**config.mk**
```make
export PLATFORM = sky130hd
export DESIGN_NAME = grant_requester_flat
export DESIGN_NICKNAME = d
export VERILOG_FILES = /design/src/rtl/grant_requester_if.sv /design/src/rtl/grant_requester.sv /design/src/flat_wrapper.sv
export SDC_FILE = /design/constraint.sdc
export NUM_CORES = 1
export LEC_CHECK = 0
export CORE_UTILIZATION = 51
export CTS_CLUSTER_DIAMETER = 50
export DETAILED_ROUTE_END_ITERATION = 8
export PLACE_DENSITY = 0.8
export SYNTH_ARGS = -nofsm -noshare
export SYNTH_HDL_FRONTEND = slang
export SYNTH_SLANG_ARGS = --single-unit
```
**constraint.sdc**
```tcl
create_clock -name clk -period 5.7 [get_ports clk]
set_clock_uncertainty 0.05 [all_clocks]
set_input_delay 1.14 -clock clk [delete_from_list [all_inputs] [get_ports clk]]
set_output_delay 1.14 -clock clk [all_outputs]
set_load 0.02 [all_outputs]
```
**src/rtl/grant_requester_if.sv**
```systemverilog
// Job/handshake bundle between local logic, the requester and the grant controller.
// master = requester side (drives req/cancel/go/status), slave = the other side.
interface grant_requester_if #(
    parameter int PEND_W = 3
);
    logic              job_valid;
    logic              job_abort;
    logic              grant;
    logic              req;
    logic              cancel;
    logic              go;
    logic [PEND_W-1:0] pending;
    logic              done;
    logic              err_late;
    logic              err_double;
    logic              err_ovf;

    modport master (
        input  job_valid, job_abort, grant,
        output req, cancel, go, pending, done, err_late, err_double, err_ovf
    );

    modport slave (
        output job_valid, job_abort, grant,
        input  req, cancel, go, pending, done, err_late, err_double, err_ovf
    );
endinterface

```
**src/rtl/grant_requester.sv**
```systemverilog
// Client-side req/cancel/go/grant initiator: queues jobs, issues one req per job, times the grant.
// Latency: job_valid -> req two cycles later when idle; grant -> done next cycle. No backpressure: overflow jobs are dropped.
module grant_requester #(
    parameter int PEND_W  = 3,
    parameter int TIMEOUT = 3
) (
    input  logic                clk,
    input  logic                rst,
    grant_requester_if.master   bus
);
    typedef enum logic [2:0] {
        S_IDLE,
        S_REQ,
        S_WAIT,
        S_CANCEL,
        S_RELEASE
    } state_t;

    localparam logic [PEND_W-1:0] CAP = '1;
    localparam logic [3:0]        TMO = 4'(TIMEOUT);

    state_t            state_q, state_d;
    logic [3:0]        timer_q, timer_d;
    logic [PEND_W-1:0] pending_q, pending_d;
    logic              done_q, done_d;
    logic              grant_q;
    logic              err_late_q, err_double_q, err_ovf_q;
    logic              dec, inc, full, late_set, ovf_set;

    always_comb begin
        state_d  = state_q;
        timer_d  = '0;
        dec      = 1'b0;
        done_d   = 1'b0;
        late_set = 1'b0;
        case (state_q)
            S_IDLE: begin
                if (pending_q != '0) state_d = S_REQ;
            end
            S_REQ: begin
                if (bus.job_abort) begin
                    state_d = S_CANCEL;
                    dec     = 1'b1;
                end else begin
                    state_d = S_WAIT;
                    timer_d = 4'd1;
                end
            end
            S_WAIT: begin
                // Grant beats a same-cycle abort; timeout is checked last.
                if (bus.grant) begin
                    state_d = S_IDLE;
                    done_d  = 1'b1;
                    dec     = 1'b1;
                end else if (bus.job_abort) begin
                    state_d = S_CANCEL;
                    dec     = 1'b1;
                end else if (timer_q == TMO) begin
                    state_d  = S_IDLE;
                    late_set = 1'b1;
                    dec      = 1'b1;
                end else begin
                    timer_d = timer_q + 4'd1;
                end
            end
            S_CANCEL:  state_d = S_RELEASE;
            S_RELEASE: state_d = S_IDLE;
            default:   state_d = S_IDLE;
        endcase
    end

    // A decrement in the same cycle frees a slot, so the job is accepted.
    always_comb begin
        full    = (pending_q == CAP) && !dec;
        inc     = bus.job_valid && !full;
        ovf_set = bus.job_valid && full;
        if (inc && !dec)
            pending_d = pending_q + 1'b1;
        else if (dec && !inc)
            pending_d = pending_q - 1'b1;
        else
            pending_d = pending_q;
    end

    always_ff @(posedge clk or posedge rst) begin
        if (rst) begin
            state_q      <= S_IDLE;
            timer_q      <= '0;
            pending_q    <= '0;
            done_q       <= 1'b0;
            grant_q      <= 1'b0;
            err_late_q   <= 1'b0;
            err_double_q <= 1'b0;
            err_ovf_q    <= 1'b0;
        end else begin
            state_q      <= state_d;
            timer_q      <= timer_d;
            pending_q    <= pending_d;
            done_q       <= done_d;
            grant_q      <= bus.grant;
            err_late_q   <= err_late_q | late_set;
            err_double_q <= err_double_q | (grant_q & bus.grant);
            err_ovf_q    <= err_ovf_q | ovf_set;
        end
    end

    assign bus.req        = (state_q == S_REQ);
    assign bus.cancel     = (state_q == S_CANCEL);
    assign bus.go         = (state_q == S_RELEASE);
    assign bus.pending    = pending_q;
    assign bus.done       = done_q;
    assign bus.err_late   = err_late_q;
    assign bus.err_double = err_double_q;
    assign bus.err_ovf    = err_ovf_q;
endmodule

```
**src/flat_wrapper.sv**
```systemverilog
// flat-port wrapper written by rule: the top's interface ports become plain ports
module grant_requester_flat 
#(
    parameter int PEND_W  = 3,
    parameter int TIMEOUT = 3
)
  (clk, rst, bus_job_valid, bus_job_abort, bus_grant, bus_req, bus_cancel, bus_go, bus_pending, bus_done, bus_err_late, bus_err_double, bus_err_ovf);
  grant_requester_if #(.PEND_W(PEND_W)) bus_i ();
  input  logic clk;
  input  logic rst;
  input wire logic [$bits(bus_i.job_valid)-1:0] bus_job_valid;
  input wire logic [$bits(bus_i.job_abort)-1:0] bus_job_abort;
  input wire logic [$bits(bus_i.grant)-1:0] bus_grant;
  output wire logic [$bits(bus_i.req)-1:0] bus_req;
  output wire logic [$bits(bus_i.cancel)-1:0] bus_cancel;
  output wire logic [$bits(bus_i.go)-1:0] bus_go;
  output wire logic [$bits(bus_i.pending)-1:0] bus_pending;
  output wire logic [$bits(bus_i.done)-1:0] bus_done;
  output wire logic [$bits(bus_i.err_late)-1:0] bus_err_late;
  output wire logic [$bits(bus_i.err_double)-1:0] bus_err_double;
  output wire logic [$bits(bus_i.err_ovf)-1:0] bus_err_ovf;
  assign bus_i.job_valid = bus_job_valid;
  assign bus_i.job_abort = bus_job_abort;
  assign bus_i.grant = bus_grant;
  assign bus_req = bus_i.req;
  assign bus_cancel = bus_i.cancel;
  assign bus_go = bus_i.go;
  assign bus_pending = bus_i.pending;
  assign bus_done = bus_i.done;
  assign bus_err_late = bus_i.err_late;
  assign bus_err_double = bus_i.err_double;
  assign bus_err_ovf = bus_i.err_ovf;
  grant_requester #(.PEND_W(PEND_W), .TIMEOUT(TIMEOUT)) u_core (.clk(clk), .rst(rst), .bus(bus_i));
endmodule
```
==> flow_summary.json <==
{
  "syn-num-nets": 70,
  "via_count": 513,
  "synth_top_area_frac": 0.5199,
  "num_antenna_cells": 0,
  "layout_common_cells": "dfrtp_1, clkdlybuf4s50_1, nor2_1",
  "crit_path_top_delay_cell": "clkdlybuf4s50_1",
  "yosysWarningCount": 0,
  "rr_startpoint": "u_core.timer_q[0]",
  "layout_commonest_cell": "dfrtp_1",
  "via_per_inst": 5.400,
  "leakage_uw": 0.0003952,
  "grt_pass1_vias": 463,
  "period_minus_slack_ns": 3.088,
  "post-dp-hpwl_um": 858.8,
  "cts_resized": 0,
  "antenna_found_initial": 0,
  "r2r_end": "u_core.bus.pending[2]",
  "drive_gt1_frac": 0.1250,
  "synthTopCellsByArea": "dfrtp_1, xor2_1, ha_1, nor2_1, nor3b_1",
  "post_dp_cell_area_um2": 880.8,
  "design.core.area_um2": 1301,
  "cts_made_buffers": 3,
  "die_h_um": 39.63,
  "tightest_slew_ns": 0.5620,
  "required_ns": 5.85,
  "synth_top_cell_by_area": "dfrtp_1",
  "rsz0062_at_grt": "false",
  "syn_area_um2": 721.9,
  "critPathArrivalTime_ns": 3.24,
  "r2r_cells": 10,
  "cts_max_path_buffers": 2,
  "hp-class": "flip-flop to flip-flop",
  "slowest_delay_ns": 0.57,
  "yosys.cell_types.count": 30,
  "clkSlewWorstSetupHoldPaths_ns": 0.09,
  "start_kind": "input pin",
  "hold_buffers": 0,
  "cts_tree": "yes",
  "fin_setup_tns_ns": 0,
  "io_buffers": 14,
  "finalMaxSlewViolations": 0,
  "drcViolationCount": 0,
  "fmax_mhz": 323.9,
  "crit_chain": "clkdlybuf4s50_1 > and4bb_2 > nor2_1 > a21boi_0 > ha_1 > inv_1 > fa_1 > xor2_1 > nor2_1 > xor2_1",
  "dp.cells": 91,
  "cp_max_fo": 6,
  "die-area_um2": 1570,
  "end_kind": "flip-flop",
  "post_cts.repair.setup_buffers": 0,
  "drv_cap": 0,
  "postRouteWirelength_mm": 1.164,
  "cts-root-buf": "clkbuf_4",
  "place.gp.congestion": 0.6751,
  "powerDensity_nw_per_um2": 485.8,
  "drtIter0Drc": 12,
  "ioPinCount": 15,
  "fillers": 102,
  "regArea_um2": 375.4,
  "grt-ovfl-total": 0,
  "drtPass1Iterations": 3,
  "grt_pass1_wl_mm": 1.938,
  "syn2layout_area_growth_pct": 25.82,
  "final_cells": 95,
  "clkLatencyLatePin_ns": 0.28,
  "reg2reg_slack_ns": 3.33,
  "cts-htree-levels": 1,
  "path_class": "input pin to flip-flop",
  "num_rows": 13,
  "die_width_um": 39.63,
  "synth-seq-cells": 15,
  "cts_sinks": 15,
  "ir_drop_v": 0.0003499,
  "grt_max_degree": 16,
  "fin_nets": 89,
  "outcome": "completed",
  "wl_per_cell_um": 12.25,
  "finalHoldViolCount": 0,
  "synthCells": 62,
  "finalSetupViolCount": 0,
  "cp-endpoint": "u_core.bus.pending[2]",
  "multi_input_area_um2": 335.3,
  "fin_area_um2": 908.4,
  "start_util": 0.5548,
  "crit_start": "bus_job_abort",
  "ant_nets": 0,
  "grt_usage": 0.1947,
  "fin_crit_sh": 0.5417,
  "max_slew_margin": 0.6249,
  "yosysSeqAreaShare": 0.5199,
  "synth_area_per_cell_um2": 11.64
}
## how the worst min path moves through the flow
| stage | start | end | cells past startpoint |
|---|---|---|---|
| after global placement | u_core.grant_q | u_core.bus.err_double | 1 |
| after CTS | u_core.bus.err_double | u_core.bus.err_double | 1 |
| final | u_core.bus.err_double | u_core.bus.err_double | 1 |
| after floorplan | u_core.grant_q | u_core.bus.err_double | 1 |
| after global routing | u_core.bus.err_double | u_core.bus.err_double | 1 |
| after detailed placement | u_core.bus.err_double | u_core.bus.err_double | 1 |
## worst max-delay path: cells and delay by family
kind | cells | cell delay (ns)
buf+inv | 2 | 0.63
compound gates | 1 | 0.17
simple gates | 3 | 0.43
xor+xnor | 2 | 0.30
fa+ha+maj | 2 | 0.58
## area by class of cell
class	count	area share
flip-flops and latches	15	0.4132
multi-input cells	44	0.3691
repair buffers	14	0.1543
clock buffers	3	0.02479
well taps	15	0.02066
inverters	3	0.01240
clock inverters	1	0.005510
## Yosys cell counts, drive strengths merged
master,n
o31ai,1
fa,1
xnor2,1
a21o,1
and3,1
dfrtp,15
and3b,3
o21ai,1
nor2,6
ha,2
a21oi,4
a31o,2
nor3b,4
nand3,2
mux2,1
inv,3
and4bb,1
nor3,1
and2,1
o41ai,1
xor2,3
or3,1
nand2b,2
a21boi,1
nor2b,1
nand2,1
o32ai,1
## cells by family (layout without fill, tap and decap cells)
family          Yosys count  after routing  share of synthesized area
simple gates             24             24                     0.2236
xor+xnor                  4              4                    0.04854
compound gates           12             12                     0.1144
buf+inv                   3             21                    0.01560
flops                    15             15                     0.5199
mux                       1              1                    0.01560
fa+ha+maj                 3              3                    0.06239
## flip-flops by register name, summed over array words and instances, names as in the netlist
register	count
u_core.bus.pending	3
u_core.bus.err_double	1
u_core.state_q	3
u_core.bus.err_ovf	1
u_core.grant_q	1
u_core.timer_q	4
u_core.bus.err_late	1
u_core.bus.done	1
## power by group
part,internal (uW),total (uW),switching [uW]
registers,137,180,42.5
logic,111,203,91.6
clock network,26.0,58.9,32.9
total,274,441,167
## through the flow
| step | hold WS [ns] | worst slack, ns | util | total power (uW) |
|---|---|---|---|---|
| after global placement | 0.3873 | 2.359 | 0.6769 | 382.1 |
| after detailed placement | 0.3970 | 2.327 | 0.6769 | 384.3 |
| final | 0.4143 | 2.612 | 0.6981 | 441.3 |
| after CTS | 0.4184 | 2.621 | 0.6981 | 447.6 |
| after floorplan | 0.3801 | 3.020 | - | 310.3 |
| after global routing | 0.4270 | 2.500 | 0.6981 | 476.4 |
## per-layer routing
layer / track usage / vias to the layer above / part of all wire / wire [um]
met4: 0.1293 / 0 / 0.018 / 21
li1: - / 258 / - / -
met3: 0.05114 / 2 / 0.037 / 43
met5: 0 / - / 0 / 0
met1: 0.2435 / 246 / 0.48 / 553
met2: 0.2910 / 7 / 0.47 / 546
Power figures use the tool's default switching activity.
